File: config.mk
export PLATFORM = sky130hd
export DESIGN_NAME = mem_stage
export DESIGN_NICKNAME = d
export VERILOG_FILES = /design/src/rtl/cpu_types_pkg.sv /design/src/rtl/link_reg.sv /design/src/rtl/mem_stage.sv
export SDC_FILE = /design/constraint.sdc
export NUM_CORES = 1
export LEC_CHECK = 0
export ABC_AREA = 1
export BUFFER_PORTS_ARGS = -buffer_cell sky130_fd_sc_hd__clkbuf_2
export CAP_MARGIN = 20
export CORE_AREA = 5 5 146 148
export CTS_CLUSTER_SIZE = 14
export DETAILED_ROUTE_END_ITERATION = 7
export DIE_AREA = 0 0 151 153
export MAX_ROUTING_LAYER = met4
export PLACE_DENSITY = 0.66
export SETUP_SLACK_MARGIN = 0.15
export SLEW_MARGIN = 25
export SYNTH_ARGS = -nofsm -noshare
export SYNTH_HDL_FRONTEND = slang
export SYNTH_SLANG_ARGS = --single-unit
File: constraint.sdc
create_clock -name CLK -period 2 [get_ports CLK]
set_input_delay 0.1 -clock CLK [delete_from_list [all_inputs] [get_ports CLK]]
set_output_delay 0.1 -clock CLK [all_outputs]
set_load 0.03 [all_outputs]
File: src/rtl/cpu_types_pkg.sv
// Shared datapath types for the pipeline: word/register typedefs, writeback
// source encoding and the memory-stage state encoding.
package cpu_types_pkg;

    localparam int WORD_W   = 32;
    localparam int REGIDX_W = 5;

    typedef logic [WORD_W-1:0]   word_t;
    typedef logic [REGIDX_W-1:0] regbits_t;

    typedef enum logic [1:0] {
        SRC_ALU = 2'b00,
        SRC_NPC = 2'b01,
        SRC_LUI = 2'b10,
        SRC_MEM = 2'b11
    } regsrc_t;

    typedef logic [0:0] memstate_t;
    localparam memstate_t IDLE   = 1'b0;
    localparam memstate_t ACCESS = 1'b1;

    // A request with both read and write set is a store.
    function automatic logic is_load(input logic rd, input logic wr);
        return rd & ~wr;
    endfunction

endpackage

File: src/rtl/link_reg.sv
// LL/SC link register: remembers the address of the last completed LL.
// Only part of the build when MEM_STAGE_LLSC_EN is defined.
`ifdef MEM_STAGE_LLSC_EN
module link_reg #(
    parameter int DATA_W = 32
) (
    input  logic              clk_i,
    input  logic              rst_ni,
    input  logic              set_i,
    input  logic              clr_i,
    input  logic [DATA_W-1:0] set_addr_i,
    input  logic [DATA_W-1:0] chk_addr_i,
    output logic              sc_pass_o
);

    logic              link_valid_q, link_valid_d;
    logic [DATA_W-1:0] link_addr_q, link_addr_d;

    // Next link state; a clear in the same cycle as a set wins.
    always_comb begin
        link_valid_d = link_valid_q;
        link_addr_d  = link_addr_q;
        if (clr_i) begin
            link_valid_d = 1'b0;
        end else if (set_i) begin
            link_valid_d = 1'b1;
            link_addr_d  = set_addr_i;
        end else begin
            link_valid_d = link_valid_q;
        end
    end

    // Link register storage.
    always_ff @(posedge clk_i or negedge rst_ni) begin
        if (!rst_ni) begin
            link_valid_q <= 1'b0;
            link_addr_q  <= '0;
        end else begin
            link_valid_q <= link_valid_d;
            link_addr_q  <= link_addr_d;
        end
    end

    assign sc_pass_o = link_valid_q & (chk_addr_i == link_addr_q);

endmodule
`endif

File: src/rtl/mem_stage.sv
// MIPS pipeline memory stage: latches EX results and runs the dmem handshake.
// Define MEM_STAGE_LLSC_EN to add LL/SC link support (ex_ll, ex_sc, link_clr).
module mem_stage
    import cpu_types_pkg::*;
#(
    parameter int DATA_W = 32,
    parameter int REG_AW = 5
) (
    input  logic              CLK,
    input  logic              nRST,
    input  logic              flush,
    input  logic              ex_valid,
    input  logic              ex_regWr,
    input  logic [REG_AW-1:0] ex_regDst,
    input  logic [1:0]        ex_regSrc,
    input  logic              ex_memRd,
    input  logic              ex_memWr,
    input  logic [DATA_W-1:0] ex_ALUOut,
    input  logic [DATA_W-1:0] ex_npc,
    input  logic [DATA_W-1:0] ex_lui,
    input  logic [DATA_W-1:0] ex_store,
`ifdef MEM_STAGE_LLSC_EN
    input  logic              ex_ll,
    input  logic              ex_sc,
    input  logic              link_clr,
`endif
    input  logic              dhit,
    input  logic [DATA_W-1:0] dmemload,
    output logic              dmemREN,
    output logic              dmemWEN,
    output logic [DATA_W-1:0] dmemaddr,
    output logic [DATA_W-1:0] dmemstore,
    output logic              mem_busy,
    output logic              valid_me,
    output logic              regWr_me,
    output logic [REG_AW-1:0] regDst_me,
    output logic [1:0]        regSrc_me,
    output logic [DATA_W-1:0] ALUOut_me,
    output logic [DATA_W-1:0] npc_me,
    output logic [DATA_W-1:0] lui_me,
    output logic [DATA_W-1:0] dmemload_me
);

    memstate_t         state_q, state_d;
    logic              valid_q, valid_d;
    logic              regwr_q, regwr_d;
    logic              memrd_q, memrd_d;
    logic              memwr_q, memwr_d;
    logic [REG_AW-1:0] regdst_q, regdst_d;
    regsrc_t           regsrc_q, regsrc_d;
    logic [DATA_W-1:0] aluout_q, aluout_d;
    logic [DATA_W-1:0] npc_q, npc_d;
    logic [DATA_W-1:0] lui_q, lui_d;
    logic [DATA_W-1:0] store_q, store_d;
    logic [DATA_W-1:0] load_q, load_d;
    logic              busy_s;
    logic              live_s;
    logic              valid_s;

    assign busy_s = (state_q == ACCESS);
    assign live_s = ex_valid & ~flush;

`ifdef MEM_STAGE_LLSC_EN
    logic ll_q, ll_d;
    logic sc_q, sc_d;
    logic sc_pass_s;
    logic link_set_s;
    logic link_clr_s;
    logic capture_s;

    assign capture_s  = (state_q == IDLE) & live_s;
    assign link_set_s = busy_s & dhit & ll_q;
    // Any SC or any plain store that hits the linked address breaks the link.
    assign link_clr_s = link_clr | (capture_s & ex_sc)
                      | (capture_s & ex_memWr & sc_pass_s);

    link_reg #(
        .DATA_W (DATA_W)
    ) u_link_reg (
        .clk_i      (CLK),
        .rst_ni     (nRST),
        .set_i      (link_set_s),
        .clr_i      (link_clr_s),
        .set_addr_i (aluout_q),
        .chk_addr_i (ex_ALUOut),
        .sc_pass_o  (sc_pass_s)
    );
`endif

    // Capture from EX while idle; complete the outstanding access on dhit.
    always_comb begin
        state_d  = state_q;
        valid_d  = valid_q;
        regwr_d  = regwr_q;
        memrd_d  = memrd_q;
        memwr_d  = memwr_q;
        regdst_d = regdst_q;
        regsrc_d = regsrc_q;
        aluout_d = aluout_q;
        npc_d    = npc_q;
        lui_d    = lui_q;
        store_d  = store_q;
        load_d   = load_q;
`ifdef MEM_STAGE_LLSC_EN
        ll_d     = ll_q;
        sc_d     = sc_q;
`endif
        case (state_q)
            IDLE: begin
                valid_d  = live_s;
                regwr_d  = ex_regWr & live_s;
                regdst_d = ex_regDst;
                regsrc_d = regsrc_t'(ex_regSrc);
                aluout_d = ex_ALUOut;
                npc_d    = ex_npc;
                lui_d    = ex_lui;
                store_d  = ex_store;
`ifdef MEM_STAGE_LLSC_EN
                ll_d     = ex_ll & live_s;
                sc_d     = ex_sc & live_s;
                memrd_d  = (ex_memRd | ex_ll) & ~ex_sc & live_s;
                memwr_d  = live_s & (ex_sc ? sc_pass_s : ex_memWr);
                // A failing SC never reaches memory; it reports 0 right away.
                if (live_s & ex_sc & ~sc_pass_s) begin
                    load_d = '0;
                end else begin
                    load_d = load_q;
                end
`else
                memrd_d  = ex_memRd & live_s;
                memwr_d  = ex_memWr & live_s;
`endif
                if (memrd_d | memwr_d) begin
                    state_d = ACCESS;
                end else begin
                    state_d = IDLE;
                end
            end
            ACCESS: begin
                if (dhit) begin
                    state_d = IDLE;
`ifdef MEM_STAGE_LLSC_EN
                    if (sc_q) begin
                        load_d = {{(DATA_W-1){1'b0}}, 1'b1};
                    end else if (is_load(memrd_q, memwr_q)) begin
                        load_d = dmemload;
                    end else begin
                        load_d = load_q;
                    end
`else
                    if (is_load(memrd_q, memwr_q)) begin
                        load_d = dmemload;
                    end else begin
                        load_d = load_q;
                    end
`endif
                end else begin
                    state_d = ACCESS;
                end
            end
            default: begin
                state_d = IDLE;
            end
        endcase
    end

    // Pipeline register and FSM state.
    always_ff @(posedge CLK or negedge nRST) begin
        if (!nRST) begin
            state_q  <= IDLE;
            valid_q  <= 1'b0;
            regwr_q  <= 1'b0;
            memrd_q  <= 1'b0;
            memwr_q  <= 1'b0;
            regdst_q <= '0;
            regsrc_q <= SRC_ALU;
            aluout_q <= '0;
            npc_q    <= '0;
            lui_q    <= '0;
            store_q  <= '0;
            load_q   <= '0;
`ifdef MEM_STAGE_LLSC_EN
            ll_q     <= 1'b0;
            sc_q     <= 1'b0;
`endif
        end else begin
            state_q  <= state_d;
            valid_q  <= valid_d;
            regwr_q  <= regwr_d;
            memrd_q  <= memrd_d;
            memwr_q  <= memwr_d;
            regdst_q <= regdst_d;
            regsrc_q <= regsrc_d;
            aluout_q <= aluout_d;
            npc_q    <= npc_d;
            lui_q    <= lui_d;
            store_q  <= store_d;
            load_q   <= load_d;
`ifdef MEM_STAGE_LLSC_EN
            ll_q     <= ll_d;
            sc_q     <= sc_d;
`endif
        end
    end

    // regWr is gated by valid so forwarding never sees an unfinished load.
    assign valid_s     = ~busy_s & valid_q;
    assign valid_me    = valid_s;
    assign regWr_me    = regwr_q & valid_s;
    assign mem_busy    = busy_s;
    assign dmemREN     = busy_s & is_load(memrd_q, memwr_q);
    assign dmemWEN     = busy_s & memwr_q;
    assign dmemaddr    = aluout_q;
    assign dmemstore   = store_q;
    assign regDst_me   = regdst_q;
    assign regSrc_me   = regsrc_q;
    assign ALUOut_me   = aluout_q;
    assign npc_me      = npc_q;
    assign lui_me      = lui_q;
    assign dmemload_me = load_q;

endmodule

---- Word-level counts from Yosys, hierarchy flattened ----
Cells that the tools add are included.
word-level totals
  flip-flop bits (word level) ............. 172
  input bits .............................. 175
  word-level logic and storage cells ...... 29
cells by class
  multiplexer cells ....................... 3
  bitwise gates (word level) .............. 13
  reductions and logical operators ........ 1
operators with widths
  cell              count
  $and 1x1->1       9
  $not 1->1         3
  $reduce_and 3->1  1
  $mux 1            2
  $pmux 1 s2        1
  $or 1x1->1        1

---- Depth between registers and ports, before layout ----
Gate-level depths: netlist of run 1.
  word-level depth ........................ 6
  mapped depth ............................ 7

---- Least setup slack after synthesis of run 1 ----
No wires, ideal clock.
  kind .................................... reg2out
  start ................................... register state_q (netlist: mem_busy)
  end ..................................... output port dmemREN
  arrival time ............................ 1.303 ns
  setup slack ............................. 0.597 ns
  stages on the path, launching flop included .. 5
  path buffers ............................ 2
  cell sequence ........................... dfrtp_1 buf_4 buf_4 nand2_1 nor2_1
on the way
  cells in the longest elaborated chain, start to end .. 1
ends and longest elaborated chain
  what                    RTL line          source
  from (decl)             mem_stage.sv:44   memstate_t state_q, state_d;
  from (signal assigned)  mem_stage.sv:187  state_q <= state_d;
  $and 1x1->1             mem_stage.sv:211  assign dmemREN = busy_s & is_load(memrd_q, memwr_q);
  to (decl)               mem_stage.sv:29   output logic dmemREN,
Every way passes these cells.

---- Worst setup path in the final report of run 1 ----
  start ................................... register state_q (netlist: mem_busy)
  end ..................................... output port regWr_me
on the way
  cells in the longest elaborated chain, start to end .. 3
ends and longest elaborated chain
  what         RTL line          source
  $not 1->1    --
  $and 1x1->1  mem_stage.sv:207  assign valid_s = ~busy_s & valid_q;
  $and 1x1->1  mem_stage.sv:209  assign regWr_me = regwr_q & valid_s;
  to (decl)    mem_stage.sv:35   output logic regWr_me,
Every way passes these cells.

==> results of run 1 <==
critical path: stages, from the launching register on:
cell	delay, ns
dfrtp_4	0.59
inv_8	0.24
and3_1	0.20
clkbuf_2	0.22
layout make-up:
| cell class | instances | area share |
|---|---|---|
| sequential | 172 | 0.387 |
| timing repair buffer | 566 | 0.342 |
| multi-input combinational | 522 | 0.182 |
| clock buffer | 20 | 0.0410 |
| tap | 270 | 0.0304 |
| clock inverter | 11 | 0.0143 |
| inverter | 7 | 0.00304 |
state kept, by name (all words and copies together) (netlist names):
| name | count |
|---|---|
| mem_busy | 1 |
| regDst_me | 5 |
| memrd_q | 1 |
| memwr_q | 1 |
| lui_me | 32 |
| regwr_q | 1 |
| regSrc_me | 2 |
| ALUOut_me | 32 |
| dmemload_me | 32 |
| npc_me | 32 |
| valid_q | 1 |
| dmemstore | 32 |
power groups by stage:
| stage | combinational, mW | sequential [mW] | clock [mW] |
|---|---|---|---|
| 2_1_floorplan | 1.00 | 5.52 | 0 |
| 3_3_place_gp | 3.09 | 4.45 | 0 |
| 3_5_place_dp | 3.12 | 4.46 | 0 |
| 4_1_cts | 3.39 | 4.40 | 3.53 |
| 5_1_grt | 3.63 | 4.48 | 3.66 |
| 6_report | 3.39 | 4.42 | 3.44 |
logic make-up after synthesis:
| kind of cell | count (synthesis) | synth area share |
|---|---|---|
| compound gates | 2 | 0.00181 |
| simple gates | 520 | 0.292 |
| flops | 172 | 0.624 |
| buf+inv | 79 | 0.0829 |
placed cells by master, fill, tap and decap left out, drive strengths merged:
cell	n
nor2	4
inv	10
bufinv	3
or2	1
o211ai	1
nor3	1
o21ai	1
clkbuf	397
clkinvlp	3
dfrtp	172
nand2	481
dlygate4sd3	174
and3	1
nand3	32
clkinv	2
buf	15
repair_timing:
action | 4_1_cts | 5_1_grt
endpoints found under the hold margin | 219 | 0
resized for setup | 2 | 3
gates cloned | 0 | 0
setup endpoints to repair | 2 | 3
hold buffers | 174 | 0
per-layer routing:
layer	up-vias	part of all wire
li1	3328	-
met1	3249	0.39
met2	280	0.52
met3	54	0.059
met4	0	0.031
met5	-	0
metrics by stage:
stage	hold slack (ns)	area (µm²)	utilization	power [mW]	setup slack [ns]
floorplan	-0.196	6900	-	6.52	0.597
global placement	0.116	8750	0.440	7.53	0.479
detailed placement	0.111	8750	0.440	7.57	0.467
CTS	0.0305	11100	0.558	11.3	0.147
global route	0.0779	11100	0.559	11.8	0.119
finish	0.0610	11100	0.559	11.2	0.248
path summary, 6_finish.rpt:
check | from | slack (ns) | cells after the start | to
setup / recovery | mem_busy | 0.25 | 3 | regWr_me
hold / removal | ex_valid | 0.06 | 5 | valid_q
setup reg to reg | mem_busy | 0.33 | 4 | memrd_q
hold reg to reg | dmemload_me[19] | 0.47 | 2 | dmemload_me[19]
max in group asynchronous | nRST | 1.12 | 3 | npc_me[7]
min in group asynchronous | nRST | 0.22 | 2 | dmemload_me[0]
==> metrics.txt, run 1 <==
top-count cell post-synth nand2_1; Post-Syn Instances between 700 and 800; vias in the first global route between 7000 and 8000; GRT overflow 0; register area share after synthesis 0.624; post-synth cell types 17; Final Skew 0.0129 ns; fin. max-slew vios 0; switch share 0.366; Max Cap Violations 0; post-route minimum period ~1.8 ns; number of synthesized flops with an enable pin 0; Req. time, crit path about 1.9 ns; CTS Buf Count 17; status finished, final reports clean; met3 Resource Use GR 0.0412; std cell rows 52; # IOs around 380; Setup TNS 0 ns; unrepaired setup endpoints after global routing yes; routability cong. roughly 0.86; Die W about 150 µm; clk buf depth 2; GR Util met1 0.235; post-synth top area share 0.624; NetSw around 4.1 mW; sequential share of power 0.393; worst-path fanout max 39; Syn. warnings 0; Seq cells post-synth about 170; layout cells sized above 1 0.330; first-pass GRT wire length between 30000 and 40000 µm; CTS sink count 172; Setup Buffers After CTS 0; final wirelength around 24000 µm; combinational power share 0.301; Vias approximately 7000; VDD IR max roughly 570 µV; DIE AREA about 0.023 mm²; Mapped Nets 948; hpwl dp roughly 16000 µm; critical path class reg2out; via/cell ratio 4.41; Main synth FF type dfrtp_1; Final Hold Fails 0; fillcell total roughly 1700; P_int 7.12 mW; area of the multi-input gates roughly 0.002 mm²; DRC Markers 0; syn avg cell area 8.93 µm²; Yosys top cell by area dfrtp_1; TritonCTS clock tree yes; IO Port Bufs between 300 and 400; CTS root buffer clkbuf_16; Hold Path Class in2reg; drt pass-1 iters 5; final non-filler cell total ~1600; wire length per cell 15.0 µm; Worst EP arrival approximately 1.7 ns; fmax 571 MHz; area delta synth->final 61.2%; # diodes 0; Synth area leaders dfrtp_1 (62%), nand2_1 (26%), buf_4 (4.4%); largest net degree at the start of global routing 55; Seq. cell area ~0.0043 mm²; clk slew on worst S/H paths 0.07 ns; H-Tree Depth 4; post-route ant nets 0; Setup violations, final 0; Net count, final roughly 1500; gr busiest metal met2; Total GRT Usage 0.205; core area 0.0199 mm²; GR Layer Usage met2 0.352; initial antenna violation count 0; worst-skew pair later-pin latency 0.42 ns; asr flop ratio synth 1.00; Tcrit/Tclk final 0.876; Leak 6.33 nW; Die Span Y between 150 and 200 µm; Slew @ Worst Pin roughly 0.56 ns; Clk network pwr share 0.306; PD cells about 1000 mW/mm²; slew margin rel. 0.626; Cell Area, Synth slightly below 0.007 mm²; initial DRC count between 300 and 400; Crit. End Element primary output; placed cells about 1400; Setup crit start kind flip-flop; most frequent cells after synthesis nand2_1 (480), dfrtp_1 (172), buf_4 (40), nand3_1 (32), buf_2 (16); Starting Density 0.347
No activity file was read; power rests on OpenSTA's default activity.
==> run 2: changes to the inputs <==
--- a/config.mk
+++ b/config.mk
@@ -14,6 +14,7 @@
 export DIE_AREA = 0 0 151 153
 export MAX_ROUTING_LAYER = met4
 export PLACE_DENSITY = 0.66
+export REMOVE_ABC_BUFFERS = 1
 export SETUP_SLACK_MARGIN = 0.15
 export SLEW_MARGIN = 25
 export SYNTH_ARGS = -nofsm -noshare
==> run 2 against run 1 <==
Net effect:
- global-route usage up 0.67 points
- hold slack better by 0.014 ns
- combinational power about the same
- die area unchanged
- critical path depth down 1
- register-to-register slack about the same
- routed wire length up 0.88%
- critical endpoint is now mem_busy
- final area up 0.12%
- core utilization up 0.069 points
- count of clock-buffer cells in the layout unchanged
- total power down 0.39%
- clock power down 2%
==> metrics.txt, run 2 (synthesis gave the netlist of run 1 again) <==
fin. max-slew vios 0; H-Tree Depth 4; wire length per cell ~15 µm; Max Cap Violations 0; worst setup margin ~0.29 ns; layout cells sized above 1 0.328; # IOs between 300 and 400; final core utilization 0.560; Final Hold Fails 0; Req. time, crit path ~1.9 ns; clk slew on worst S/H paths around 0.070 ns; GR Util met1 0.243; fmax between 500 and 600 MHz; launch point of the worst reg-to-reg path mem_busy; Vias around 6900; CTS root buffer clkbuf_16; worst setup path start mem_busy; slew margin rel. 0.568; area delta synth->final 61.4%; core area about 0.02 mm²; Leak about 6.3 nW; worst-path fanout max 66; hpwl dp ~15000 µm; Reg2Reg Depth 4; Net count, final about 1500; post-route ant nets 0; CTS Buf Count 17; most frequent cells in the layout nand2_1 (480), clkbuf_2 (377), dlygate4sd3_1 (177); Starting Density 0.347; Slew @ Worst Pin around 0.65 ns; DRC Markers 0; via/cell ratio 4.42; unrepaired setup endpoints after global routing no; commonest non-fill, non-tap cell in the layout nand2_1; Cells on Worst Hold Path 5; largest net degree at the start of global routing 69; PD cells between 1000 and 1500 mW/mm²; drt pass-1 iters 5; gr busiest metal met2; CTS sink count 172; Setup Buffers After CTS 0; fillcell total roughly 1800; GRT overflow 0; initial antenna violation count 0; TritonCTS clock tree yes; IO Port Bufs approximately 380; Crit. End Element primary output; clk buf depth 2; worst-skew pair later-pin latency around 0.42 ns; met3 Resource Use GR 0.0468; Total GRT Usage 0.212; routability cong. between 0.8 and 0.9; Setup WS pre-CTS around 0.52 ns; DIE AREA 0.0231 mm²; Setup crit start kind flip-flop; initial DRC count a little under 300; Die W about 150 µm; Hold Crit Start ex_valid; Setup violations, final 0; # diodes 0; final wirelength roughly 24000 µm; GR Layer Usage met2 0.347; Tcrit/Tclk final 0.855; post-route minimum period 1.71 ns; Worst EP arrival around 1.6 ns; Hold Path Class in2reg; Final Skew between 0.007 and 0.008 ns; status finished, final reports clean; Die Span Y between 150 and 200 µm; VDD IR max about 530 µV; critical path class reg2out; vias in the first global route between 7000 and 8000; std cell rows 52; first-pass GRT wire length around 38000 µm
run 2: cell count changes in the layout (fill, tap and decap cells not counted), moves of 2 or more:
cell,change
inv_8,+2
dlygate4sd3_1,+3
clkinvlp_4,-3
clkinv_4,+3
run 2: power breakdown:
part           leakage (nW)  internal (mW)  switching, mW  total (mW)
logic                  3.95           1.04           2.35        3.39
clock network         0.295           1.92           1.46        3.38
registers              2.09           4.04          0.386        4.42
run 2: path summary, 6_finish.rpt:
check                             endpoint  slack, ns
hold / removal                     valid_q       0.07
setup reg to reg                   regwr_q       0.34
max in group asynchronous    ALUOut_me[30]       1.04
min in group asynchronous  dmemload_me[22]       0.28
setup / recovery                  mem_busy       0.29
hold reg to reg             dmemload_me[6]       0.47
run 2: timing repair:
item | 4_1_cts | 5_1_grt
resized for setup | 1 | 2
endpoints found under the setup margin | 1 | 4
hold buffers | 177 | 0
hold endpoints to repair | 231 | 0
run 2: routing by layer:
metal | vias to the layer above | wire (µm) | share of wire
met4 | 0 | 1130 | 0.048
met5 | - | 0 | 0
met3 | 87 | 1510 | 0.063
met2 | 320 | 12000 | 0.50
li1 | 3340 | - | -
met1 | 3200 | 9130 | 0.38
run 2: layout make-up:
class | count | area [µm²] | share of cell area
clock buffers | 20 | 447 | 0.0401
inverters | 7 | 33.8 | 0.00303
multi-input cells | 522 | 2030 | 0.182
flip-flops and latches | 172 | 4310 | 0.387
clock inverters | 12 | 155 | 0.0139
well taps | 270 | 338 | 0.0303
repair buffers | 568 | 3830 | 0.344
run 2: per-stage QoR:
stage / total power [mW] / instance area, µm² / instances / TNS, ns / hold slack [ns]
CTS: 11.3 / 11100 / 1571 / 0 / 0.0607
finish: 11.2 / 11100 / 1571 / 0 / 0.0747
global placement: 7.52 / 8760 / 1362 / 0 / 0.153
floorplan: 6.33 / 6360 / 701 / -418.04 / -0.196
detailed placement: 7.56 / 8760 / 1362 / 0 / 0.158
global route: 11.8 / 11100 / 1571 / 0 / 0.135
run 2: worst max-delay path: stages, from the launching register on:
cell and delay, ns:
dfrtp_4 0.57, buf_12 0.29, clkbuf_2 0.27
==> run 3: changes to the inputs <==
--- a/config.mk
+++ b/config.mk
@@ -5,7 +5,6 @@
 export SDC_FILE = /design/constraint.sdc
 export NUM_CORES = 1
 export LEC_CHECK = 0
-export ABC_AREA = 1
 export BUFFER_PORTS_ARGS = -buffer_cell sky130_fd_sc_hd__clkbuf_2
 export CAP_MARGIN = 20
 export CORE_AREA = 5 5 146 148
@@ -13,7 +12,7 @@
 export DETAILED_ROUTE_END_ITERATION = 7
 export DIE_AREA = 0 0 151 153
 export MAX_ROUTING_LAYER = met4
-export PLACE_DENSITY = 0.66
+export PLACE_DENSITY = 0.67
 export REMOVE_ABC_BUFFERS = 1
 export SETUP_SLACK_MARGIN = 0.15
 export SLEW_MARGIN = 25
==> constraint.sdc (replaced) <==
create_clock -name CLK -period 2 [get_ports CLK]
set_input_delay 0.1 -clock CLK [delete_from_list [all_inputs] [get_ports CLK]]
set_output_delay 0.1 -clock CLK [all_outputs]
set_load 0.01 [all_outputs]
==> run 3 against run 2 <==
Net effect:
- flip-flop and latch count is the same
- total power shrank 8.5%
- largest power group unchanged
- global-route usage shrank 3.4 points
==> metrics.txt, run 3 <==
status finished, final reports clean; std cell rows 52; Net count, final ~1100; vias in the first global route about 5900; Seq cells post-synth ~170; unrepaired setup endpoints after global routing no; Slew @ Worst Pin between 0.5 and 0.6 ns; number of synthesized flops with an enable pin 0; Die Span Y 153 µm; initial DRC count between 100 and 150; clk slew on worst S/H paths around 0.060 ns; IO Port Bufs about 380; CTS sink count roughly 170; syn avg cell area 17.0 µm²; asr flop ratio synth 1.00; TritonCTS clock tree yes; CTS root buffer clkbuf_16; Starting Density 0.348; fin. max-slew vios 0; initial antenna violation count 1; Die W 151 µm; largest net degree at the start of global routing 91; PD cells between 900 and 1000 mW/mm²; top-count cell post-synth dfrtp_1; worst-skew pair later-pin latency a little over 0.4 ns; post-synth cell types 20; Design Power roughly 10 mW; Worst Hold Slack around 0.14 ns; H-Tree Depth 4; layout cells sized above 1 0.619; CTS Buf Count 17; Final Hold Fails 0; Crit. End Element primary output; critical path class reg2out; Leak 5.65 nW; commonest non-fill, non-tap cell in the layout clkbuf_2; core area roughly 0.020 mm²; Syn. warnings 0; Max Cap Violations 0; via/cell ratio 4.36; final wirelength between 20000 and 25000 µm; wire length per cell ~17 µm; Hold Path Class in2reg; drt pass-1 iters 4; slew margin rel. 0.630; cts repair resizes 0; Setup Buffers After CTS 0; first-pass GRT wire length 31400 µm; hold buffer count at cts approximately 170; most frequent cells after synthesis dfrtp_1 (172), mux2_2 (121), mux2_4 (46), buf_4 (41), buf_8 (5); clk buf depth 2; GRT overflow 0; routability cong. about 0.79; Setup crit start kind flip-flop; Main synth FF type dfrtp_1; Cell Area, Synth between 0.006 and 0.007 mm²; fmax between 500 and 600 MHz; Post-Syn Instances 407; final non-filler cell total 1217; Worst EP arrival between 1.5 and 2 ns; Setup violations, final 0; most frequent cells in the layout clkbuf_2 (377), dlygate4sd3_1 (174), dfrtp_1 (171); post-route ant nets 0; Final Skew roughly 0.0073 ns; area delta synth->final 61.6%; Total GRT Usage 0.178; DRC Markers 0; # IOs ~380; Vias about 5300; Synth area leaders dfrtp_1 (62%), mux2_2 (20%), mux2_4 (10%); register area share after synthesis 0.621; placed cells 1011; post-route minimum period around 1.7 ns; Req. time, crit path between 1.5 and 2 ns; DIE AREA roughly 0.023 mm²; Yosys top cell by area dfrtp_1; VDD IR max about 520 µV; post-synth top area share 0.621; worst-path fanout max 90; hpwl dp between 10000 and 15000 µm; Tcrit/Tclk final 0.855
## run 3: cells by family after synthesis
kind of cell           synth area share
AOI/OAI and AO/OA               0.00650
buffers and inverters            0.0643
DFF                               0.621
muxes                             0.296
and+or+nand+nor                  0.0121
## run 3: final timing paths
kind	startpoint	endpoint	slack, ns	depth (start not counted)
setup / recovery	mem_busy	mem_busy	0.29	2
hold reg to reg	valid_q	valid_q	0.47	1
min in group asynchronous	nRST	npc_me[21]	0.22	2
hold / removal	ex_valid	valid_q	0.14	3
max in group asynchronous	nRST	mem_busy	1.11	3
setup reg to reg	mem_busy	mem_busy	0.30	3
## run 3: through the flow
| stage | setup slack (ns) | TNS (ns) | util | area, µm² |
|---|---|---|---|---|
| global placement | 0.501 | 0 | 0.444 | 8830 |
| CTS | 0.238 | 0 | 0.563 | 11200 |
| global route | 0.190 | 0 | 0.563 | 11200 |
| floorplan | -3.63 | -474.32 | - | 6490 |
| detailed placement | 0.486 | 0 | 0.444 | 8830 |
| finish | 0.291 | 0 | 0.563 | 11200 |
## run 3: worst max-delay path, cell delays in order (launching register included)
cell	delay [ns]
dfrtp_4	0.47
buf_12	0.38
clkbuf_2	0.24
## run 3: cell type report
class                   instances  area, µm²
diodes                          1       2.50
multi-input cells             183       2180
well taps                     270        338
repair buffers                559       3740
clock buffers                  19        443
flip-flops and latches        172       4310
fillers                      1600       8700
inverters                       1       3.75
clock inverters                12        185
## run 3: power breakdown
part	switching [mW]	total, mW	internal (mW)
registers	0.326	4.34	4.02
clock network	1.38	3.52	2.14
logic	1.07	2.39	1.32
total	2.77	10.2	7.47
## run 3: metal layers
metal	global-route usage	vias up	share of wire
met5	-	-	0
li1	-	2438	-
met4	0.0617	0	0.025
met1	0.192	2622	0.37
met2	0.316	214	0.54
met3	0.0420	37	0.062
